--- src/rtl/fetch_unit.sv ---
// Instruction-fetch stage: owns the fetch PC, keeps at most one imem request
// in flight, loads IF/ID and handles branch redirects with wrong-path squash.
module fetch_unit #(
    parameter logic [31:0] RESET_PC = 32'h0000_0000,
    parameter int unsigned PC_STEP  = 4
) (
    input  logic        clk,
    input  logic        rst_n,
    input  logic        b_taken,
    input  logic [31:0] b_pc,
    input  logic        stall,
    output logic        imem_req,
    output logic [31:0] imem_addr,
    input  logic        imem_ready,
    input  logic        imem_rvalid,
    input  logic [31:0] imem_rdata,
    output logic [31:0] if_id_pc,
    output logic [31:0] if_id_instr,
    output logic        if_id_valid,
    output logic        flush
);

    localparam int unsigned XLEN = 32;
    localparam logic [XLEN-1:0] NOP_INSTR = 32'h0000_0013;
    localparam logic [XLEN-1:0] ALIGN_MASK = ~XLEN'(3);

    typedef enum logic [1:0] {
        S_FETCH = 2'd0,
        S_WAIT  = 2'd1,
        S_HOLD  = 2'd2,
        S_DROP  = 2'd3
    } state_e;

    state_e          state_q, state_d;
    logic [XLEN-1:0] pc_q, pc_d;
    logic [XLEN-1:0] req_pc_q, req_pc_d;
    logic [XLEN-1:0] hold_pc_q, hold_pc_d;
    logic [XLEN-1:0] hold_instr_q, hold_instr_d;
    logic [XLEN-1:0] ifid_pc_q, ifid_pc_d;
    logic [XLEN-1:0] ifid_instr_q, ifid_instr_d;
    logic            ifid_valid_q, ifid_valid_d;
    logic            flush_q, flush_d;
    logic            accept;

    // Request is a pure function of state; held low while reset is asserted.
    assign imem_req  = rst_n && (state_q == S_FETCH);
    assign imem_addr = pc_q;
    assign accept    = imem_req && imem_ready;

    assign if_id_pc    = ifid_pc_q;
    assign if_id_instr = ifid_instr_q;
    assign if_id_valid = ifid_valid_q;
    assign flush       = flush_q;

    always_comb begin
        state_d      = state_q;
        pc_d         = pc_q;
        req_pc_d     = req_pc_q;
        hold_pc_d    = hold_pc_q;
        hold_instr_d = hold_instr_q;
        ifid_pc_d    = ifid_pc_q;
        ifid_instr_d = ifid_instr_q;
        ifid_valid_d = ifid_valid_q;
        flush_d      = b_taken;

        if (b_taken) begin
            // Redirect beats stall; an in-flight response must still be drained.
            pc_d         = b_pc & ALIGN_MASK;
            ifid_valid_d = 1'b0;
            hold_pc_d    = '0;
            hold_instr_d = '0;
            unique case (state_q)
                S_FETCH: state_d = accept ? S_DROP : S_FETCH;
                S_WAIT:  state_d = imem_rvalid ? S_FETCH : S_DROP;
                S_HOLD:  state_d = S_FETCH;
                S_DROP:  state_d = imem_rvalid ? S_FETCH : S_DROP;
                default: state_d = S_FETCH;
            endcase
        end else begin
            unique case (state_q)
                S_FETCH: begin
                    if (accept) begin
                        req_pc_d = pc_q;
                        pc_d     = pc_q + XLEN'(PC_STEP);
                        state_d  = S_WAIT;
                    end
                    if (!stall) ifid_valid_d = 1'b0;
                end
                S_WAIT: begin
                    if (imem_rvalid && stall) begin
                        hold_pc_d    = req_pc_q;
                        hold_instr_d = imem_rdata;
                        state_d      = S_HOLD;
                    end else if (imem_rvalid) begin
                        ifid_pc_d    = req_pc_q;
                        ifid_instr_d = imem_rdata;
                        ifid_valid_d = 1'b1;
                        state_d      = S_FETCH;
                    end else if (!stall) begin
                        ifid_valid_d = 1'b0;
                    end
                end
                S_HOLD: begin
                    if (!stall) begin
                        ifid_pc_d    = hold_pc_q;
                        ifid_instr_d = hold_instr_q;
                        ifid_valid_d = 1'b1;
                        state_d      = S_FETCH;
                    end
                end
                S_DROP: begin
                    if (imem_rvalid) state_d = S_FETCH;
                    if (!stall) ifid_valid_d = 1'b0;
                end
                default: state_d = S_FETCH;
            endcase
        end
    end

    always_ff @(posedge clk or negedge rst_n) begin
        if (!rst_n) begin
            state_q      <= S_FETCH;
            pc_q         <= RESET_PC;
            req_pc_q     <= '0;
            hold_pc_q    <= '0;
            hold_instr_q <= '0;
            ifid_pc_q    <= '0;
            ifid_instr_q <= NOP_INSTR;
            ifid_valid_q <= 1'b0;
            flush_q      <= 1'b0;
        end else begin
            state_q      <= state_d;
            pc_q         <= pc_d;
            req_pc_q     <= req_pc_d;
            hold_pc_q    <= hold_pc_d;
            hold_instr_q <= hold_instr_d;
            ifid_pc_q    <= ifid_pc_d;
            ifid_instr_q <= ifid_instr_d;
            ifid_valid_q <= ifid_valid_d;
            flush_q      <= flush_d;
        end
    end

endmodule

--- config.mk ---
export PLATFORM = sky130hd
export DESIGN_NAME = fetch_unit
export DESIGN_NICKNAME = d
export VERILOG_FILES = /design/src/rtl/fetch_unit.sv
export SDC_FILE = /design/constraint.sdc
export NUM_CORES = 1
export LEC_CHECK = 0
export BUFFER_PORTS_ARGS = -buffer_cell sky130_fd_sc_hd__buf_2
export CORE_MARGIN = 2
export CORE_UTILIZATION = 40
export CTS_CLUSTER_DIAMETER = 150
export CTS_CLUSTER_SIZE = 40
export DETAILED_ROUTE_END_ITERATION = 10
export SLEW_MARGIN = 10
export SYNTH_ARGS = -nofsm -noshare
export SYNTH_HDL_FRONTEND = slang
export SYNTH_SLANG_ARGS = --single-unit
--- constraint.sdc ---
create_clock -name clk -period 2.4 [get_ports clk]
set_clock_uncertainty 0.2 [all_clocks]
set_input_delay 0.48 -clock clk [delete_from_list [all_inputs] [get_ports clk]]
set_output_delay 0.48 -clock clk [all_outputs]
set_load 0.01 [all_outputs]
=== Word-level counts from Yosys, hierarchy flattened ===
Index checks and enable logic that the tools add are counted.

* Bits in registers: 196
* Word-level logic and storage cells: 69
* Output and inout bits: 99
* Input port bits: 70

* Bitwise gates (word level): 1
* Equality and inequality tests: 9
* Reduce and logical (&&, ||, !) cells: 17
* Mux-type cells: 32
* $add $sub $neg: 1

{| class="wikitable"
|+ Operator list
! cell !! number
|-
| two-way mux 32 bit || 15
|-
| case mux 32 bit (2 select lines) || 2
|-
| adder 32 x 3 -> 32 bit (second input constant) || 1
|-
| two-way mux 2 bit || 7
|-
| nonzero test 2 bit || 5
|-
| inequality test 3 bit (second input constant) || 3
|-
| case mux 2 bit (4 select lines) || 1
|-
| AND reduction 2 bit || 4
|-
| inequality test 2 bit (second input constant) || 3
|-
| case mux 2 bit (3 select lines) || 1
|-
| two-way mux 1 bit || 5
|-
| AND reduction 5 bit || 1
|-
| equality test 2 bit (second input constant) || 2
|-
| OR reduction 2 bit || 2
|-
| logical AND 1 bit || 3
|-
| case mux 1 bit (3 select lines) || 1
|-
| AND reduction 3 bit || 1
|-
| equality test 2 x 1 -> 1 bit (second input constant) || 1
|-
| zero test 2 bit || 1
|-
| inverter 1 bit || 1
|}

=== Logic depth before layout (Yosys ltp) ===
Gate-level depths: netlist of the first run.

* Word-level depth: 6
* Depth in mapped cells: 9
* Depth with buffers taken out: 6

=== Least setup slack after synthesis of the first run ===
OpenSTA, ideal clock, no wires.

* Path kind: register -> register
* From: register state_q[1]
* To: register pc_q[28], in the netlist imem_addr[28]
* Clock period less this slack: 2536 ps
* Required time: 2118 ps
* Library setup time: 82 ps
* Arrival: 2254 ps
* Path buffers: 2
* Slack: -136 ps
* Stages on the path, launching flop included: 9
* Cell sequence: dfrtp_1 > inv_1 > ha_1 > and4_1 > buf_2 > or4b_1 > clkbuf_1 > or4_1 > a31oi_1

* Cells in the longest elaborated chain, start to end: 5
* Elaborated cells between the ends (all ways): 6
* Classes of those cells: 6 x reduce/logical

{| class="wikitable"
|+ RTL lines
! what !! line !! RTL
|-
| from (decl) || 34 || <nowiki>state_e state_q, state_d;</nowiki>
|-
| from (signal assigned) || 132 || <nowiki>state_q <= state_d;</nowiki>
|-
| zero test 2 bit (*) || 46, 80 ||
|-
| logical AND 1 bit || 46 || <nowiki>assign imem_req = rst_n && (state_q == S_FETCH);</nowiki>
|-
| logical AND 1 bit || 48 || <nowiki>assign accept = imem_req && imem_ready;</nowiki>
|-
| nonzero test 2 bit (no line) || -- ||
|-
| AND reduction 2 bit (no line) (*) || -- ||
|-
| to (signal assigned) || 133 || <nowiki>pc_q <= pc_d;</nowiki>
|-
| to (decl) || 35 || <nowiki>logic [XLEN-1:0] pc_q, pc_d;</nowiki>
|}

Mark *: on every way between the ends. The rest lies on a longest branch, timed or not.
A chain may end at the register's enable or synchronous reset.

=== Worst setup path after layout of the first run ===
* From: register pc_q[13], in the netlist imem_addr[13]
* To: register pc_q[30], in the netlist imem_addr[30]

* Cells in the longest elaborated chain, start to end: 4

{| class="wikitable"
|+ RTL lines
! what !! line !! RTL
|-
| adder 32 x 3 -> 32 bit || 84 || <nowiki>pc_d = pc_q + XLEN'(PC_STEP);</nowiki>
|-
| two-way mux 32 bit || 82 || <nowiki>if (accept) begin</nowiki>
|-
| two-way mux 32 bit || 80 || <nowiki>unique case (state_q)</nowiki>
|-
| two-way mux 32 bit || 66 || <nowiki>if (b_taken) begin</nowiki>
|}

Every way passes these cells. The select of a mux whose other input is x is not followed.

==> results of run 1 <==
final timing paths:
kind	start	endpoint	slack, ps	depth (start not counted)
hold reg to reg	if_id_instr[21]$_DFFE_PN0P_	if_id_instr[21]$_DFFE_PN0P_	270	2
setup / recovery	imem_addr[13]$_DFFE_PN0P_	imem_addr[30]$_DFFE_PN0P_	150	5
max in group asynchronous	rst_n	if_id_pc[25]$_DFFE_PN0P_	230	4
hold / removal	b_pc[3]	imem_addr[3]$_DFFE_PN0P_	60	3
setup reg to reg	imem_addr[13]$_DFFE_PN0P_	imem_addr[30]$_DFFE_PN0P_	150	5
min in group asynchronous	rst_n	req_pc_q[10]$_DFFE_PN0P_	610	3
what timing repair did:
item,CTS,global route
hold buffers,2,0
resized for setup,0,1
hold endpoints to repair,35,0
setup endpoints to repair,0,3
cell families after synthesis:
family / Yosys count
xor gates and xnor gates: 10
DFF: 190
buffers and inverters: 62
muxes: 92
and+or+nand+nor: 172
other: 1
AOI/OAI and AO/OA: 184
adders and majority gates: 6
routing by layer:
| metal | global-route usage | up-vias |
|---|---|---|
| li1 | - | 2941 |
| met1 | 0.283 | 2961 |
| met2 | 0.269 | 197 |
| met3 | 0.0366 | 11 |
| met4 | 0.0476 | 0 |
| met5 | 0 | - |
synth_stat cells (2+ instances only):
master,instances
dfrtp_1,187
nand2_1,89
o21ai_0,81
mux2i_1,64
a22o_1,63
clkbuf_1,41
mux2_2,28
nor2_1,20
a31oi_1,19
or4_1,16
o31ai_1,14
nand3_1,12
nand4_1,10
buf_1,8
xor2_1,7
ha_1,6
inv_1,6
or3_1,6
and2_1,5
and3_1,4
and4_1,4
buf_4,3
dfstp_2,3
xnor2_1,3
buf_2,2
nand3_2,2
o211ai_1,2
power by group:
group	internal, mW	switching (mW)
sequential	4.08	0.570
clock	1.52	1.28
combinational	1.23	1.43
worst max-delay path, cell delays in order (launching register included):
cell     delay [ps]
dfrtp_1         370
nand3_2         170
or4_1           510
buf_4           220
or4_1           510
a31oi_1         180
layout make-up:
type	instances	area, um2
Tap cell	270	338
Fill cell	1849	10000
Clock inverter	12	128
Inverter	7	26.3
Clock buffer	20	457
Sequential cell	190	4760
Multi-Input combinational cell	466	3250
Timing Repair Buffer	199	1170
registers in the layout, summed over array words and instances (netlist names):
register,flops
imem_addr,30
if_id_instr,32
hold_instr_q,32
flush,1
if_id_pc,31
if_id_valid,1
state_q,2
req_pc_q,30
hold_pc_q,31
stage by stage:
| step | instance area [um2] | power [mW] | cells | util | worst slack, ps |
|---|---|---|---|---|---|
| 6_report | 10100 | 10.1 | 1164 | 0.502 | 153 |
| 5_1_grt | 10100 | 10.8 | 1164 | 0.502 | 38.5 |
| 4_1_cts | 10100 | 10.2 | 1164 | 0.502 | 55.3 |
| 3_5_place_dp | 9520 | 7.41 | 1130 | 0.472 | 76.8 |
| 3_3_place_gp | 9520 | 7.33 | 1130 | 0.472 | 82.3 |
| 2_1_floorplan | 8240 | 6.16 | 718 | - | 22.2 |
==> reports/results.ini, run 1 <==
[sta]
hold_violations=0
slew_viol_final=0
slew_headroom=0.479
rsz0062_at_grt=no
clock.fmax_ghz=0.445
timing.hold.ws_ps=59.0
finalSetupTns_ps=0
setup_violations=0
fin_crit_ps=2250
worst_pin_slew_ps=781
post-route-period-util=0.936

[final_layout]
antenna_cells=0
final_cell_mix=dfrtp_1, buf_2, nand2_1
area_growth_pct=23.4
drive_gt1_frac=0.302
fin_nets=957
layout_commonest_cell=dfrtp_1

[logic_synthesis]
syn-cell-area_mm2=0.00820
synth.yosys.seq_area_share=0.580
yosysTopAreaCellShare=0.570
yosys.area_share.simple=0.102
yosysTopAreaCell=dfrtp_1
synth-main-ff-cell=dfrtp_1
synth_compound_area_frac=0.151
synth_area_per_cell_um2=11.4
synth_edf_count=0
synth_seq_cells=190
synth_area_leaders=dfrtp_1, mux2i_1, a22o_1, o21ai_0, nand2_1
ys_warn_count=0
synthMuxAreaShare=0.117
synth_cell_types=39
synth_top_family_by_area=compound AO/OA/AOI/OAI gates
yosys.area_share.xor_xnor=0.0107
synth_cells=717
async_flop_share=1.00
synth_adder_area_share=0.00915

[drt]
drcViolationCount=0
first_iter_violations=256
wl_met2_mm=8.31
met1_length_mm=9.70
firstDrtPassIters=4
wl_met3_mm=1.05
antenna_left=0
vias=6110
highest_layer=met4
wl_per_cell_um=16.5
via_per_inst=5.25
finalWirelength_mm=19.2

[clocking]
cts.reportedPaths.clkPinSlew_ps=70
clock_sinks=190
clk_latency_ps=430
h-tree-depth=4
cts_setup_buffers=0
root_buffer=clkbuf_16
clockBufferDepth=2
cts_tree=yes
cts_buffers=17

[global_routing]
grt_max_degree=139
grt_first_pass_wirelength_mm=32.0
grt_pass1_vias=6008
grt_usage=0.185
antenna_found_initial=0
gr-total-overflow=0

[floorplan]
core-area_mm2=0.0202
initial_core_util=0.407
dieArea_mm2=0.0217
rows=52
dieHeight_um=147
ios=169
die_x_um=147

[placed_design]
io_buffers=164
hpwl_mm=12.5
place_congestion=0.769

[power]
p_leak_nw=4.74
p_per_area_mw_per_mm2=997
vdd_drop_max_mv=0.465

[outcome]
status=finished, final reports clean

[worst_setup_path]
end_kind=register
cp_max_fo=24
cp-start-kind=register
cp.required_ps=2540
arrival_ps=2390
path_class=register to register

[worst_hold_path]
hold_class=primary input to register

[job]
maxCapViolCount=0

Power figures use the tool's default switching activity.
==> run 2, diff against run 1 <==
- clock period: 2.4 -> 2.9 ns (I/O delays scaled with it)
==> reports/results.ini, run 2 (synthesized netlist as in run 1, its figures left out) <==
[outcome]
status=finished, final reports clean

[worst_hold_path]
min_from=b_pc[7]
hold_class=primary input to register

[sta]
finalSetupTns_ps=0
fin_crit_ps=2720
slew_viol_final=0
hold_violations=0
post-route-period-util=0.937
worst_pin_slew_ps=945
setup_violations=0
rsz0062_at_grt=no
slew_headroom=0.370
clock.fmax_ghz=0.368
timing.final.ws_setup_ps=182
timing.hold.ws_ps=151

[floorplan]
ios=169
die_x_um=147
dieArea_mm2=0.0217
initial_core_util=0.407
dieHeight_um=147
rows=52
core-area_mm2=0.0202

[placed_design]
hpwl_mm=12.5
io_buffers=164
placedInstanceArea_mm2=0.00936
dp_slack_ps=240
place_congestion=0.787

[clocking]
cts.reportedPaths.clkPinSlew_ps=70
clk_latency_ps=430
ctsResizeCount=0
cts_tree=yes
cts_buffers=17
root_buffer=clkbuf_16
clock_sinks=190
h-tree-depth=4
clockBufferDepth=2

[worst_setup_path]
crit_chain=dlygate4sd3_1, clkbuf_8, and4_1, or4b_1, or4_1, a31oi_1
cp_max_fo=10
end_kind=register
cp-start-kind=primary input
arrival_ps=2860
cp.required_ps=3050
slowest_delay_ps=610
crit_start=rst_n
r2r-start=state_q[0]$_DFFE_PN0P_
critPathSlowestCell=or4b_1
path_class=primary input to register

[drt]
firstDrtPassIters=4
finalWirelength_mm=18.8
wl_per_cell_um=16.4
via_per_inst=5.20
antenna_left=0
drcViolationCount=0
vias=5955
first_iter_violations=235

[final_layout]
final_cell_mix=dfrtp_1, buf_2, nand2_1
layout_commonest_cell=dfrtp_1
stdcell_area_mm2=0.00994
area_growth_pct=21.2
drive_gt1_frac=0.283
fin_nets=939

[power]
vdd_drop_max_mv=0.408
p_per_area_mw_per_mm2=828
p_total_mw=8.23
p_leak_nw=4.64

[global_routing]
grt_usage=0.179
grt_pass1_vias=5915
grt_first_pass_wirelength_mm=31.3
antenna_found_initial=0
gr-total-overflow=0
grt_max_degree=175

[job]
maxCapViolCount=0

==> run 2: repair_timing <==
item	4_1_cts	5_1_grt
hold buffers	1	0
setup buffers	0	0
endpoints found under the hold margin	16	0
==> run 2: area by class of cell <==
| class | instances | area [um2] |
|---|---|---|
| fill | 1908 | 10200 |
| sequential | 190 | 4760 |
| multi-input combinational | 466 | 3230 |
| timing repair buffer | 181 | 1020 |
| clock buffer | 20 | 457 |
| tap | 270 | 338 |
| clock inverter | 11 | 108 |
| inverter | 7 | 26.3 |
| antenna | 1 | 2.50 |
==> run 2: where the power goes <==
| part | switching [mW] | total [mW] | internal (mW) |
|---|---|---|---|
| clock | 1.02 | 2.25 | 1.24 |
| sequential | 0.499 | 3.87 | 3.37 |
| combinational | 1.14 | 2.11 | 0.969 |
| total | 2.65 | 8.23 | 5.58 |
==> run 2: stage by stage <==
stage / std cells / utilization
after detailed placement: 1113 / 0.464
final: 1146 / 0.493
after global routing: 1145 / 0.493
after global placement: 1113 / 0.464
after CTS: 1145 / 0.493
after floorplan: 718 / -
==> run 2: final timing paths <==
path | to | slack [ps] | cells past startpoint
max | imem_addr[28]$_DFFE_PN0P_ | 180 | 6
min | imem_addr[7]$_DFFE_PN0P_ | 150 | 3
max reg2reg | imem_addr[28]$_DFFE_PN0P_ | 200 | 6
min reg2reg | if_id_pc[22]$_DFFE_PN0P_ | 270 | 2
max in group asynchronous | if_id_pc[19]$_DFFE_PN0P_ | 990 | 3
min in group asynchronous | imem_addr[11]$_DFFE_PN0P_ | 590 | 3
==> run 2: metal layers <==
| layer | wire length [um] | track usage |
|---|---|---|
| met5 | 0 | 0 |
| met4 | 115 | 0.0404 |
| met3 | 922 | 0.0404 |
| met2 | 8130 | 0.265 |
| met1 | 9620 | 0.269 |
==> run 2: worst max-delay path, delay by kind of cell <==
family	cells	cell delay, ps
and+or+nand+nor	3	1350
buffers and inverters	2	760
AOI/OAI and AO/OA	1	170
==> run 3, diff against run 2 <==
- ABC_CLOCK_PERIOD_IN_PS: default -> 2900
- BUFFER_PORTS_ARGS: -buffer_cell sky130_fd_sc_hd__buf_2 -> -buffer_cell sky130_fd_sc_hd__buf_4
==> reports/results.ini, run 3 (synthesized netlist as in run 1, its figures left out) <==
[worst_setup_path]
cp.required_ps=3040
r2r_end=imem_addr[28]$_DFFE_PN0P_
r2r-start=state_q[0]$_DFFE_PN0P_
end_kind=register
cp-start-kind=primary input
r2r_cells=6
arrival_ps=2900
cp_max_fo=14
rrSetupSlack_ps=170
path_class=primary input to register

[power]
p_leak_nw=4.74
comb_power_share=0.272
switchingPower_mw=2.69
p_clk_frac=0.273
p_int_mw=5.95
p_seq_frac=0.454
p_sw_frac=0.311
vdd_drop_max_mv=0.365
p_per_area_mw_per_mm2=837
p_total_mw=8.64

[floorplan]
dieHeight_um=147
initial_core_util=0.407
rows=52
dieArea_mm2=0.0217
die_x_um=147
ios=169
core-area_mm2=0.0202

[drt]
vias=6070
drcViolationCount=0
firstDrtPassIters=4
finalWirelength_mm=19.6
first_iter_violations=412
antenna_left=0
via_per_inst=5.33
wl_per_cell_um=17.2

[sta]
post-route-period-util=0.951
rsz0062_at_grt=no
setup_violations=0
worst_pin_slew_ps=974
timing.final.ws_setup_ps=143
slew_headroom=0.350
hold_violations=0
finalSetupTns_ps=0
fin_crit_ps=2760
slew_viol_final=0
clock.fmax_ghz=0.363

[clocking]
cts.reportedPaths.clkPinSlew_ps=70
clk_latency_ps=420
root_buffer=clkbuf_16
cts_buffers=17
cts_setup_buffers=0
clockBufferDepth=2
h-tree-depth=4
clock_sinks=190
cts_tree=yes

[global_routing]
grt_pass1_vias=5985
antenna_found_initial=0
grt_max_degree=182
gr-total-overflow=0
grt_first_pass_wirelength_mm=32.0
grt_usage=0.185

[placed_design]
dp_cells=1107
dp_slack_ps=225
hpwl_mm=12.7
place_congestion=0.824
io_buffers=164

[job]
maxCapViolCount=0

[worst_hold_path]
hold_end=imem_addr[7]$_DFFE_PN0P_
hold_class=primary input to register
min_from=b_pc[7]
min_path_cells=3

[final_layout]
antenna_cells=0
fillers=1848
fin_nets=933
final_util=0.512
area_growth_pct=25.9
fin_cells=1139
layout_commonest_cell=dfrtp_1
final_cell_mix=dfrtp_1, buf_4, nand2_1
drive_gt1_frac=0.277

[outcome]
status=finished, final reports clean

run 3: cell types whose count changed in the layout (fill, tap and decap cells not counted), sizes merged:
| cell | change |
|---|---|
| bufinv | +2 |
| buf | -6 |
| clkinv | +1 |
| clkbuf | -1 |
| clkinvlp | -1 |
| diode | -1 |
| inv | -1 |
run 3: layer usage:
metal	routed length [um]	GRT usage	up-vias
li1	-	-	2886
met1	9760	0.270	2992
met2	8770	0.279	179
met3	922	0.0444	13
met4	139	0.0452	0
met5	0	0	-
run 3: repair_timing:
| action | in CTS | in global routing |
|---|---|---|
| resized for setup | 0 | 0 |
| hold buffers | 1 | 0 |
| hold endpoints to repair | 9 | 0 |
run 3: cell type report:
type                    instances  area (um2)  share of cell area
inverters                       7        26.3             0.00254
clock buffers                  19         433              0.0419
clock inverters                12         160              0.0155
repair buffers                175        1390               0.134
well taps                     270         338              0.0327
flip-flops and latches        190        4760               0.461
multi-input cells             466        3230               0.313
run 3: worst max path at each step:
stage,end,slack (ps),startpoint,depth (start not counted)
3_3_place_gp,imem_addr[28]$_DFFE_PN0P_,310,state_q[0]$_DFFE_PN0P_,6
6_report,imem_addr[28]$_DFFE_PN0P_,140,rst_n,6
4_1_cts,imem_addr[28]$_DFFE_PN0P_,180,rst_n,6
5_1_grt,imem_addr[28]$_DFFE_PN0P_,50,state_q[0]$_DFFE_PN0P_,6
2_1_floorplan,imem_addr[28]$_DFFE_PN0P_,360,state_q[1]$_DFFE_PN0P_,8
3_5_place_dp,imem_addr[28]$_DFFE_PN0P_,230,state_q[0]$_DFFE_PN0P_,6
run 3: stage by stage:
| step | area, um2 | hold slack [ps] |
|---|---|---|
| floorplan | 8210 | 84.4 |
| global placement | 9730 | 235 |
| detailed placement | 9730 | 240 |
| CTS | 10300 | 133 |
| global route | 10300 | 155 |
| finish | 10300 | 163 |
run 3: power groups by stage:
stage                     logic, mW  clock network [mW]  registers, mW
final                          2.35                2.36           3.93
after CTS                      2.40                2.44           3.93
after floorplan                1.07                   0           4.02
after global routing           2.61                2.55           4.03
after detailed placement       2.39                   0           3.99
after global placement         2.34                   0           3.94
run 3: worst max-delay path, stage by stage:
cell and delay (ps):
dlygate4sd3_1 560, clkbuf_8 220, and4_1 230, or4b_1 610, or4_1 510, a31oi_1 180
